$ cat src/rtl/if_pkg.sv
// if_pkg: shared widths and constants for the fetch stage
package if_pkg;
  localparam int XLEN = 32;
  localparam logic [XLEN-1:0] END_MARKER = 32'h0;
  localparam int DEFAULT_IMEM_DEPTH = 128;
endpackage

$ cat src/rtl/if_fetch_if.sv
// if_fetch_if: redirect, instruction-memory and decode handshake bundle of the fetch stage
interface if_fetch_if;
  import if_pkg::*;
  logic redirect;
  logic [XLEN-1:0] redirect_pc;
  logic id_ready;
  logic [XLEN-1:0] im_addr;
  logic [XLEN-1:0] im_dout;
  logic if_valid;
  logic [XLEN-1:0] if_instr;
  logic [XLEN-1:0] if_pc;
  logic halted;
  modport master(
    input redirect, redirect_pc, id_ready, im_dout,
    output im_addr, if_valid, if_instr, if_pc, halted
  );
  modport slave(
    output redirect, redirect_pc, id_ready, im_dout,
    input im_addr, if_valid, if_instr, if_pc, halted
  );
endinterface

$ cat src/rtl/if_fifo.sv
// if_fifo: 2-entry instruction/pc FIFO with flush, head shown combinationally
module if_fifo
  import if_pkg::*;
(
  input  logic            clk,
  input  logic            rst,
  input  logic            flush,
  input  logic            push,
  input  logic            pop,
  input  logic [XLEN-1:0] din_instr,
  input  logic [XLEN-1:0] din_pc,
  output logic            valid,
  output logic            full,
  output logic [XLEN-1:0] dout_instr,
  output logic [XLEN-1:0] dout_pc
);
  logic [XLEN-1:0] instr_q [2];
  logic [XLEN-1:0] pc_q [2];
  logic rd, wr;
  logic [1:0] cnt;
  assign valid = cnt != 2'd0;
  assign full = cnt[1];
  assign dout_instr = instr_q[rd];
  assign dout_pc = pc_q[rd];
  // storage and pointers; flush drops contents but leaves stale data in place
  always_ff @(posedge clk)
    if (rst) begin
      instr_q <= '{default: '0};
      pc_q <= '{default: '0};
      rd <= 1'b0;
      wr <= 1'b0;
      cnt <= 2'd0;
    end else if (flush) begin
      rd <= 1'b0;
      wr <= 1'b0;
      cnt <= 2'd0;
    end else begin
      if (push) begin
        instr_q[wr] <= din_instr;
        pc_q[wr] <= din_pc;
        wr <= ~wr;
      end
      if (pop) rd <= ~rd;
      cnt <= cnt + {1'b0, push} - {1'b0, pop};
    end
endmodule

$ cat src/rtl/if_fetch.sv
// if_fetch: PC sequencing, end-marker/range halt, redirect flush; IF_BUF_EN selects a 2-entry output FIFO
module if_fetch
  import if_pkg::*;
#(
  parameter logic [XLEN-1:0] RESET_PC = '0,
  parameter int IMEM_DEPTH = DEFAULT_IMEM_DEPTH
) (
  input logic clk,
  input logic rst,
  if_fetch_if.master b
);
  localparam logic [XLEN-1:0] DEPTH = XLEN'(IMEM_DEPTH);
  logic [XLEN-1:0] pc;
  logic halted, take, free, try_fetch, stop, fetch;
  assign take = b.if_valid & b.id_ready;
  assign try_fetch = ~halted & ~b.redirect & free;
  assign stop = b.im_dout == END_MARKER || pc >= DEPTH;
  assign fetch = try_fetch & ~stop;
  assign b.im_addr = pc;
  assign b.halted = halted;
  // pc and halt flag: reset beats redirect, a blocked fetch attempt halts with pc held
  always_ff @(posedge clk)
    if (rst) begin
      pc <= RESET_PC;
      halted <= 1'b0;
    end else if (b.redirect) begin
      pc <= b.redirect_pc;
      halted <= 1'b0;
    end else if (fetch) pc <= pc + 1'b1;
    else if (try_fetch) halted <= 1'b1;
`ifdef IF_BUF_EN
  logic full;
  assign free = ~full | take;
  if_fifo u_fifo (
    .clk(clk),
    .rst(rst),
    .flush(b.redirect),
    .push(fetch),
    .pop(take),
    .din_instr(b.im_dout),
    .din_pc(pc),
    .valid(b.if_valid),
    .full(full),
    .dout_instr(b.if_instr),
    .dout_pc(b.if_pc)
  );
`else
  assign free = ~b.if_valid | b.id_ready;
  // single output register: load on fetch, empty on consume or redirect
  always_ff @(posedge clk)
    if (rst) begin
      b.if_valid <= 1'b0;
      b.if_instr <= '0;
      b.if_pc <= '0;
    end else if (b.redirect) b.if_valid <= 1'b0;
    else if (fetch) begin
      b.if_valid <= 1'b1;
      b.if_instr <= b.im_dout;
      b.if_pc <= pc;
    end else if (take) b.if_valid <= 1'b0;
`endif
endmodule

$ cat src/flat_wrapper.sv
// flat-port wrapper written by rule: the top's interface ports become plain ports
module if_fetch_flat import if_pkg::*;
#(
  parameter logic [XLEN-1:0] RESET_PC = '0,
  parameter int IMEM_DEPTH = DEFAULT_IMEM_DEPTH
)
  (clk, rst, b_redirect, b_redirect_pc, b_id_ready, b_im_dout, b_im_addr, b_if_valid, b_if_instr, b_if_pc, b_halted);
  if_fetch_if b_i ();
  input logic clk;
  input logic rst;
  input wire logic [$bits(b_i.redirect)-1:0] b_redirect;
  input wire logic [$bits(b_i.redirect_pc)-1:0] b_redirect_pc;
  input wire logic [$bits(b_i.id_ready)-1:0] b_id_ready;
  input wire logic [$bits(b_i.im_dout)-1:0] b_im_dout;
  output wire logic [$bits(b_i.im_addr)-1:0] b_im_addr;
  output wire logic [$bits(b_i.if_valid)-1:0] b_if_valid;
  output wire logic [$bits(b_i.if_instr)-1:0] b_if_instr;
  output wire logic [$bits(b_i.if_pc)-1:0] b_if_pc;
  output wire logic [$bits(b_i.halted)-1:0] b_halted;
  assign b_i.redirect = b_redirect;
  assign b_i.redirect_pc = b_redirect_pc;
  assign b_i.id_ready = b_id_ready;
  assign b_i.im_dout = b_im_dout;
  assign b_im_addr = b_i.im_addr;
  assign b_if_valid = b_i.if_valid;
  assign b_if_instr = b_i.if_instr;
  assign b_if_pc = b_i.if_pc;
  assign b_halted = b_i.halted;
  if_fetch #(.RESET_PC(RESET_PC), .IMEM_DEPTH(IMEM_DEPTH)) u_core (.clk(clk), .rst(rst), .b(b_i));
endmodule
$ cat config.mk
export PLATFORM = sky130hd
export DESIGN_NAME = if_fetch_flat
export DESIGN_NICKNAME = d
export VERILOG_FILES = /design/src/rtl/if_pkg.sv /design/src/rtl/if_fetch_if.sv /design/src/rtl/if_fifo.sv /design/src/rtl/if_fetch.sv /design/src/flat_wrapper.sv
export SDC_FILE = /design/constraint.sdc
export NUM_CORES = 1
export LEC_CHECK = 0
export ABC_AREA = 1
export CORE_AREA = 2 2 100 102
export DETAILED_ROUTE_END_ITERATION = 16
export DIE_AREA = 0 0 102 104
export PLACE_DENSITY = 0.78
export SLEW_MARGIN = 20
export SYNTH_ARGS = -nofsm -noshare
export SYNTH_HDL_FRONTEND = slang
export SYNTH_SLANG_ARGS = --single-unit
$ cat constraint.sdc
create_clock -name clk -period 1.72 [get_ports clk]
set_input_delay 0.43 -clock clk [delete_from_list [all_inputs] [get_ports clk]]
set_output_delay 0.43 -clock clk [all_outputs]
set_load 0.05 [all_outputs]
# [Yosys cells after proc, flatten, opt, wreduce, memory -nomap -nowiden]
# Index checks and enable logic that the tools add are counted.
[classes] addsub=1 magnitude_cmp=1 n_mux=4 n_bitwise=10 n_reduce_logical=7
[ops] cell="$mux 32" count=2
[ops] cell="$add 32x1->32 const B" count=1
[ops] cell="$ge 32x8->1 const B" count=1
[ops] cell="$logic_not 32->1" count=1
[ops] cell="$not 1->1" count=5
[ops] cell="$and 1x1->1" count=4
[ops] cell="$reduce_and 2->1" count=2
[ops] cell="$reduce_bool 2->1" count=2
[ops] cell="$mux 1" count=2
[ops] cell="$reduce_or 2->1" count=1
[ops] cell="$logic_or 1x1->1" count=1
[ops] cell="$or 1x1->1" count=1
[totals] register_bits=98 in_bits=68 output_inout_bits=98 word_cells=28

# [Depth between registers and ports, before layout]
[depth] word_depth=6 ltp_mapped=11 depth_no_buf=10

# [Worst setup path before layout]
# Ideal clock, no wire load.
[synth_path] kind="register to register" startpoint="register u_core.pc[0], in the netlist u_core.b.im_addr[0]" endpoint="register u_core.pc[6], in the netlist u_core.b.im_addr[6]" setup_time_ns=0.070 arrival_ns=1.685 required_ns=1.650 path_slack_ns=-0.036 path_stages_with_launch=9 path_buffers=0 period_less_slack_ns=1.756 cell_sequence="dfxtp_1 ha_1 nand3_1 nor3_1 xor2_1 nand2_1 nand2_1 nand2_1 a21oi_1"
[synth_between] elab_chain_cells=5 elab_cells_between_ends=8 classes_between="add/sub (1); order compare (1); mux (2); bitwise (2); reduce/logical (2)"
[synth_lines] element="start: declaration" line="if_fetch.sv:13" rtl="logic [XLEN-1:0] pc;"
[synth_lines] element="start signal: assignment" line="if_fetch.sv:27" rtl="pc <= b.redirect_pc;"
[synth_lines] element="start signal: assignment" line="if_fetch.sv:29" rtl="end else if (fetch) pc <= pc + 1'b1;"
[synth_lines] element="$ge 32x8->1" line="if_fetch.sv:17" rtl="assign stop = b.im_dout == END_MARKER || pc >= DEPTH;"
[synth_lines] element="$logic_or 1x1->1" line="if_fetch.sv:17"
[synth_lines] element="$not 1->1" line="if_fetch.sv:18" rtl="assign fetch = try_fetch & ~stop;"
[synth_lines] element="$and 1x1->1" line="if_fetch.sv:18"
[synth_lines] element="$reduce_bool 2->1 (no line)"
# Parallel ways exist; a longest one is shown, timed or not. The select of a mux whose other input is x is not followed.
# A chain may end at the register's enable or synchronous reset.

# [Worst setup path in the final report]
[layout_path] startpoint="input b_id_ready" endpoint="register u_core.pc[31], in the netlist u_core.b.im_addr[31]"
[layout_between] elab_chain_cells=4
[layout_lines] element="start: declaration" line="flat_wrapper.sv:13" rtl="input wire logic [$bits(b_i.id_ready)-1:0] b_id_ready;"
[layout_lines] element="$or 1x1->1" line="if_fetch.sv:48" rtl="assign free = ~b.if_valid | b.id_ready;"
[layout_lines] element="$and 1x1->1" line="if_fetch.sv:16" rtl="assign try_fetch = ~halted & ~b.redirect & free;"
[layout_lines] element="$and 1x1->1" line="if_fetch.sv:18"
[layout_lines] element="$reduce_bool 2->1 (no line)"
# No other way between the ends.

==> flow_summary_export.csv <==
group,metric,value,unit
status,status,"finished with violations",
status,violations,"negative setup slack",
clock_network,numCtsBuffers,9,
critical_path,critPathMaxFanout,8,
cells_and_area,nNetsFinal,784,
sta,finalHoldViolCount,0,
cells_and_area,final_cell_count_no_fill,852,
sta,fin_crit_sh,1.01,
grt,grt_pass1_wl,17700,microns
power,p_switching,0.00128,W
power,p_seq_frac,0.507,
routing,vias_per_cell,4.97,
grt,grt_usage,0.206,
grt,grt_max_degree,41,
floorplanning,start_util,0.409,
power,intPower,0.00339,W
synth,synthDistinctLibCells,22,
clock_network,cts_hold_buf,0,
clock_network,cts-root-buf,"clkbuf_8",
clock_network,cts.sinks,98,
power,p_leak,2.92,nW
critical_path,path_class,"input pin to register",
synth,synth_top_area_cell,"dfxtp_1",
critical_path,rrSetupSlack,60,ps
floorplanning,dieArea,10600,sq um
placed_design,io_buffers,165,
min_path,hp-class,"input pin to register",
power,swShare,0.274,
critical_path,required,1960,ps
routing,wl_per_cell,14.8,microns
critical_path,crit_arrival,1980,ps
cells_and_area,syn2layout_area_growth,66.0,%
power,power.density,721,nW/um^2
grt,globalRoute.totalOverflow,0,
critical_path,slowest_stage,"clkdlybuf4s50_1",
floorplanning,core_area,9550,sq um
routing,vias,4231,
routing,drtIter0Drc,188,
critical_path,cp.depth,8,
grt,grt_pass1_vias,3860,
clock_network,ctsLongestPathBuffers,2,
critical_path,r2r-end,"u_core.b.im_addr[31]",
floorplanning,die_y,104,microns
power,p_clk_frac,0.325,
synth,synth_seq_cells,98,
clock_network,clkLatencyLatePin,360,ps
synth,synth_area_leaders,"dfxtp_1 50%, nand2_1 14%, a21oi_1 9.4%, nand4_1 6.4%, nor2_1 5.6%",
floorplanning,row_count,36,
clock_network,clk_pin_slew,100,ps
power,total_power,0.00467,W
critical_path,rr_worst_depth,10,
sta,skew,15.6,ps
routing,ant_nets,0,
cells_and_area,antennaDiodeCount,0,
synth,synth.most_common_cell,"nand2_1",
sta,maxSlewViolCount,0,
synth,synth_commonest_cells,"150 x nand2_1, 98 x dfxtp_1, 73 x a21oi_1",
clock_network,ctsHtreeMaxLevel,3,
sta,grt_setup_unrepaired,"true",
cells_and_area,post-route-util,0.679,
sta,fin_ws,-23.7,ps
synth,synth_edf_count,0,
run,max_cap_violations,0,
power,combPwrFrac,0.168,
synth,synth_fp_nets,596,
critical_path,worst_setup_path_start_kind,"input pin",
min_path,hp-start,"b_im_dout[23]",
critical_path,endpoint_kind,"register",
synth,ys.flop_type,"dfxtp_1",
synth,ys_async_sr_fraction,0,
synth,syn_area_per_cell,7.42,sq um
placed_design,place.detailed.hpwl,8230,microns
clock_network,tritoncts,"built",
synth,synth_top_area_share,0.503,
routing,drc,0,
placed_design,place_ws,-367,ps
synth,seq_area_frac_synth,0.503,
sta,min_period,1740,ps
cells_and_area,drive_gt1_frac,0.291,
sta,fmax,574,MHz
grt,grt_antenna_before_repair,0,
critical_path,critPathLaunch,"b_id_ready",
critical_path,cpPeakStageDelay,460,ps
sta,slew-limit-headroom,0.707,
power,irDropWorstVdd,0.472,mV
routing,wl,12600,microns
sta,setup-violations-final,10,
floorplanning,num_io_pins,166,
placed_design,placedCellCount,812,
critical_path,crit_buf_inv,3,
synth,syn_inst,526,
critical_path,r2r_start,"u_core.b.im_addr[8]",
critical_path,crit_path_cell_trace,"clkdlybuf4s50_1, nor2_1, nor3_4, buf_4, nand3_4, clkbuf_16, nand3_2, a21oi_1",
placed_design,gp_congestion,0.813,
synth,ys_warn_count,0,
floorplanning,die_w,102,microns
critical_path,cp_top_family,"buffers and inverters",
sta,worstMarginPinSlew,440,ps
critical_path,cp-endpoint,"u_core.b.im_addr[31]",
routing,drt-pass1-iter-count,4,
synth,synth.cell_area,3900,sq um
-- power by group through the flow --
stage               sequential (W)  combinational (W)  clock (W)
floorplan                  0.00257           0.000205          0
detailed placement         0.00242           0.000735          0
global route               0.00238           0.000835    0.00165
CTS                        0.00237           0.000738    0.00156
finish                     0.00237           0.000783    0.00152
global placement           0.00242           0.000725          0
-- state kept, by name, summed over array words and instances, names as in the netlist --
| register | flops |
|---|---|
| u_core.b.im_addr | 32 |
| u_core.b.if_pc | 32 |
| u_core.b.halted | 1 |
| u_core.b.if_valid | 1 |
| u_core.b.if_instr | 32 |
-- per-stage QoR --
step           hold WS (ps)  instance area, sq um  setup TNS [ps]
2_1_floorplan           570                  3910               0
3_3_place_gp            426                  5700          -24320
3_5_place_dp            428                  5700          -26460
4_1_cts                 443                  5900               0
5_1_grt                 398                  6480           -2860
6_report                389                  6480            -144
-- cell families after synthesis --
kind of cell / count (synthesis) / share of synthesized area
adder cells (fa/ha/maj): 2 / 0.00641
buffers and inverters: 65 / 0.0731
AO/OA/AOI/OAI: 76 / 0.0975
flip-flops: 98 / 0.503
XOR/XNOR: 5 / 0.0112
AND/OR/NAND/NOR: 280 / 0.309
-- worst min path at each step --
stage                                       end  cells past startpoint
after global placement       u_core.b.if_pc[17]                      2
after detailed placement     u_core.b.if_pc[26]                      2
final                     u_core.b.if_instr[23]                      3
after global routing       u_core.b.if_instr[6]                      3
after CTS                    u_core.b.if_pc[20]                      2
after floorplan            u_core.b.im_addr[30]                      2
-- layer usage --
layer  share of wire  track usage
met5               0            0
met3           0.078       0.0464
met2            0.50        0.363
met4           0.013       0.0638
met1            0.41        0.244
-- layout by cell type (no fill, tap or decap), types with 8 or more instances in the layout --
cell type / synthesis / routed
dfxtp_1: 98 / 90
nand4_1: 40 / 40
inv_1: 25 / 25
nor2_1: 58 / 53
nand2_1: 150 / 142
nand3_2: 1 / 9
clkbuf_8: 0 / 10
nand3_1: 25 / 16
clkdlybuf4s50_1: 0 / 41
buf_4: 2 / 118
a21oi_1: 73 / 64
a21oi_2: 0 / 9
dfxtp_2: 0 / 8
buf_12: 0 / 15
dlymetal6s2s_1: 0 / 25
clkbuf_16: 0 / 8
-- worst min-delay path: cells and delay by family --
family          cells  cell delay, ps
compound gates      1              60
buf+inv             1             130
simple gates        1              90
-- what timing repair did --
| item | CTS | global route |
|---|---|---|
| gates resized for setup | 0 | 78 |
| buffers inserted | 0 | 14 |
| setup endpoints to repair | 0 | 73 |
-- layout make-up --
| cell class | instances | area, sq um |
|---|---|---|
| Clock buffer | 11 | 141 |
| Clock inverter | 5 | 60.1 |
| Fill cell | 819 | 3070 |
| Inverter | 25 | 93.8 |
| Multi-Input combinational cell | 364 | 1830 |
| Sequential cell | 98 | 1970 |
| Tap cell | 133 | 166 |
| Timing Repair Buffer | 216 | 2220 |
Note: power is estimated with default switching activity, not from simulation.
==> RTL change 1: new RTL, same settings <==
The package constant `XLEN` goes from 32 to 36.
--- a/src/rtl/if_pkg.sv
+++ b/src/rtl/if_pkg.sv
@@ -1,6 +1,6 @@
 // if_pkg: shared widths and constants for the fetch stage
 package if_pkg;
-  localparam int XLEN = 32;
+  localparam int XLEN = 36;
   localparam logic [XLEN-1:0] END_MARKER = 32'h0;
   localparam int DEFAULT_IMEM_DEPTH = 128;
 endpackage
Interface: changed (5 resized); port bits go from 166 to 186. No check against the original RTL was run, so the function may have changed too.
==> RTL change 1 against the original RTL <==
The run still ends with setup timing left. Setup slack worse by 24 ps. Final area is 9.3% higher. Die area stayed put. Clock skew is 1.5 ps lower. Critical endpoint is now u_core.b.if_instr[28]. Critical path depth is 2 higher. Routed wire length is 14% higher. Fmax is 1.4% lower. Combinational power is 5.4% higher. Power is 5.0% higher. Clock power is 6% lower. Synthesized area is 9.3% higher. Utilization is 6.3 points higher. Largest cell class unchanged. Sequential cell count is 12 higher. Highest routed layer unchanged.
==> RTL change 1: results <==
set metrics [dict create \
    violations "setup timing" \
    crit_fanout 8 \
    outcome "finished, violations left" \
    relSlewSlack 0.690 \
    worstPathArrival_ps 2070 \
    instances_no_fill 911 \
    place_hpwl_um 9060 \
    routed_wl_um 14400 \
    p_switching_mw 1.36 \
    async_reset_ff_frac 0 \
    synthCells 560 \
    synth_area_leaders "dfxtp_1 52%, nand2_1 13%, a21oi_1 9.5%" \
    gp_congestion 0.874 \
    n_antenna_cell 0 \
    numCtsBuffers 9 \
    placed_cells 874 \
    ys_ff_latch 110 \
    yosysSeqAreaShare 0.516 \
    hold_class "in -> reg" \
    ir_drop_mv 0.494 \
    grt_pass1_wl_um 19800 \
    layout_setup_ws_ps -47.6 \
    leakagePower_nw 3.05 \
    synthTopCellsByCount "149 x nand2_1, 110 x dfxtp_1, 81 x a21oi_1, 70 x nor2_1, 44 x nand4_1" \
    insertion_delay_ps 360 \
    clk_pin_slew_worst_paths_ps 110 \
    grt_max_degree 45 \
    vias_per_cell 5.21 \
    cts_hold_buf 0 \
    drtIter0Drc 206 \
    syn-num-nets 638 \
    grt.total_usage 0.228 \
    nets 851 \
    drive_gt1_frac 0.298 \
    io_buffer_count 185 \
    grt_pass1_vias 4255 \
    synthDistinctLibCells 21 \
    skew_ps 14.1 \
    dr.pass1.iters 5 \
    setup_viol_count_final 18 \
    yosys_warnings 0 \
]
RTL change 1: changes by cell type in the layout (fill, tap and decap cells not counted), moves of 4 or more:
cell / before / now
a21oi_2: 9 / 16
buf_12: 15 / 19
buf_4: 118 / 135
clkdlybuf4s50_1: 41 / 51
dfxtp_1: 90 / 106
dfxtp_2: 8 / 4
inv_1: 25 / 12
nand2_1: 142 / 134
nand2_4: 4 / 8
nand3_1: 16 / 31
nand3_2: 9 / 2
nand4_1: 40 / 44
nor2_1: 53 / 65
RTL change 1: timing repair:
| action | in CTS | in global routing |
|---|---|---|
| pin swaps | 0 | 15 |
| setup endpoints to repair | 20 | 88 |
| gates cloned | 0 | 13 |
| buffers inserted | 0 | 8 |
| gates resized for setup | 2 | 77 |
RTL change 1: metal layers:
| metal | share of wire | up-vias | global-route usage |
|---|---|---|---|
| met5 | 0 | - | 0 |
| met4 | 0.026 | 0 | 0.0733 |
| li1 | - | 2287 | - |
| met3 | 0.10 | 35 | 0.0827 |
| met2 | 0.48 | 228 | 0.371 |
| met1 | 0.39 | 2196 | 0.277 |
RTL change 1: cells by family after synthesis:
family,Yosys count,synth area share
flops,110,0.516
xor+xnor,5,0.0103
fa+ha+maj,2,0.00587
compound gates,87,0.102
buf+inv,55,0.0563
simple gates,301,0.309
RTL change 1: path summary, 6_finish.rpt:
check / cells past startpoint / slack (ps) / endpoint / start
max reg2reg: 10 / 10 / u_core.b.if_instr[15] / u_core.b.im_addr[22]
max: 10 / -50 / u_core.b.if_instr[28] / b_im_dout[16]
min: 3 / 390 / u_core.b.if_instr[5] / b_im_dout[5]
min reg2reg: 2 / 440 / u_core.b.if_pc[30] / u_core.b.if_pc[30]
RTL change 1: layout make-up:
cell class,count,area [µm²]
clock buffer,12,145
multi-input combinational,397,2030
clock inverter,4,32.5
tap,133,166
timing repair buffer,243,2460
inverter,12,45.0
sequential,110,2210
fill,677,2460
RTL change 1: power groups by stage:
| stage | logic (mW) | registers (mW) | clock network (mW) |
|---|---|---|---|
| 3_5_place_dp | 0.796 | 2.71 | 0 |
| 4_1_cts | 0.801 | 2.65 | 1.47 |
| 5_1_grt | 0.878 | 2.66 | 1.58 |
| 3_3_place_gp | 0.787 | 2.71 | 0 |
| 6_report | 0.825 | 2.65 | 1.43 |
| 2_1_floorplan | 0.209 | 2.87 | 0 |
RTL change 1: stage by stage:
step	area, µm²	setup slack [ps]	power [mW]	TNS (ps)
3_3_place_gp	6310	-378	3.49	-30950
6_report	7090	-47.6	4.91	-336
5_1_grt	7090	-98.7	5.11	-2880
3_5_place_dp	6310	-425	3.50	-34310
4_1_cts	6490	3.33	4.92	0
2_1_floorplan	4270	1.64	3.08	0
==> RTL change 2: new RTL, config.mk and constraints unchanged <==
Made on the original files. Make the reset (`rst`) asynchronous in 2 clocked blocks.
--- a/src/rtl/if_fetch.sv
+++ b/src/rtl/if_fetch.sv
@@ -19,7 +19,7 @@
   assign b.im_addr = pc;
   assign b.halted = halted;
   // pc and halt flag: reset beats redirect, a blocked fetch attempt halts with pc held
-  always_ff @(posedge clk)
+  always_ff @(posedge clk or posedge rst)
     if (rst) begin
       pc <= RESET_PC;
       halted <= 1'b0;
@@ -47,7 +47,7 @@
 `else
   assign free = ~b.if_valid | b.id_ready;
   // single output register: load on fetch, empty on consume or redirect
-  always_ff @(posedge clk)
+  always_ff @(posedge clk or posedge rst)
     if (rst) begin
       b.if_valid <= 1'b0;
       b.if_instr <= '0;
Behaviour: differs if rst is asserted again (counterexample within 4 cycles, from zero or initial values and one cycle with rst high); with rst held inactive, the same outputs for 10 cycles.
==> RTL change 2 against the original RTL <==
Power up 7.8%. Synthesized area up 6.6%. Setup slack better by 72 ps. Cell count down 2.7%. Sequential cell count unchanged. Non-clock buffer count down 5. Routed wire length down 8.9%. Via count down 9.2%. Utilization up 1.9 points. Critical endpoint is now u_core.b.if_instr[13]. Final area up 2.8%. Critical path depth up 2.
==> RTL change 2: results <==
set metrics [dict create \
    grt_pass1_vias 3585 \
    startpoint "b_im_dout[16]" \
    grt_util_met2 0.338 \
    worstReg2RegEnd "u_core.b.if_instr[5]" \
    place_hpwl_um 8070 \
    drive_gt1_frac 0.283 \
    grt_use_met3 0.0638 \
    met3WireLength_um 1030 \
    worst_r2r_startpoint "u_core.b.im_addr[24]" \
    met1_length_um 4710 \
    grtUsageMet1 0.268 \
    skew_ps 10.2 \
    drtIter0Drc 145 \
    ctsResizeCount 1 \
    placed_cells 801 \
    outcome "completed" \
    ir_drop_mv 0.485 \
    grt_pass1_wl_um 17400 \
    hold_path_end "u_core.b.if_instr[12]" \
    endpoint "u_core.b.if_instr[13]" \
    synth_compound_area_frac 0.0514 \
    worst_slew_pin_slew_ps 391 \
    routed_wl_um 11500 \
    async_reset_ff_frac 1.00 \
    wl_met2_um 5600 \
    leakagePower_nw 3.54 \
    synth_area_per_cell_um2 8.51 \
    cp_top_family "simple AND/OR/NAND/NOR gates" \
    gp_congestion 0.778 \
    layout_setup_ws_ps 48.5 \
    nets 761 \
    vias_per_cell 4.63 \
    place_worst_setup_slack_ps -394 \
    regToRegSetupSlack_ps 80 \
]
==> RTL change 2: where the power goes <==
part / switching (mW) / internal [mW] / leakage, nW
Combinational: 0.560 / 0.461 / 2.25
Sequential: 0.0960 / 2.38 / 1.18
Clock: 0.828 / 0.715 / 0.103
Total: 1.48 / 3.55 / 3.54
==> RTL change 2: stage by stage <==
stage                     hold WS [ps]  area (µm²)  setup TNS [ps]
final                              315        6660               0
after global routing               329        6660            -252
after CTS                          484        6370               0
after detailed placement           468        6160          -34040
after global placement             465        6160          -32980
after floorplan                    540        4170               0
==> RTL change 2: area by class of cell <==
| cell class | count | area (µm²) |
|---|---|---|
| clock buffer | 10 | 138 |
| clock inverter | 6 | 65.1 |
| fill | 777 | 2890 |
| inverter | 60 | 234 |
| multi-input combinational | 311 | 1440 |
| sequential | 98 | 2450 |
| tap | 133 | 166 |
| timing repair buffer | 211 | 2170 |
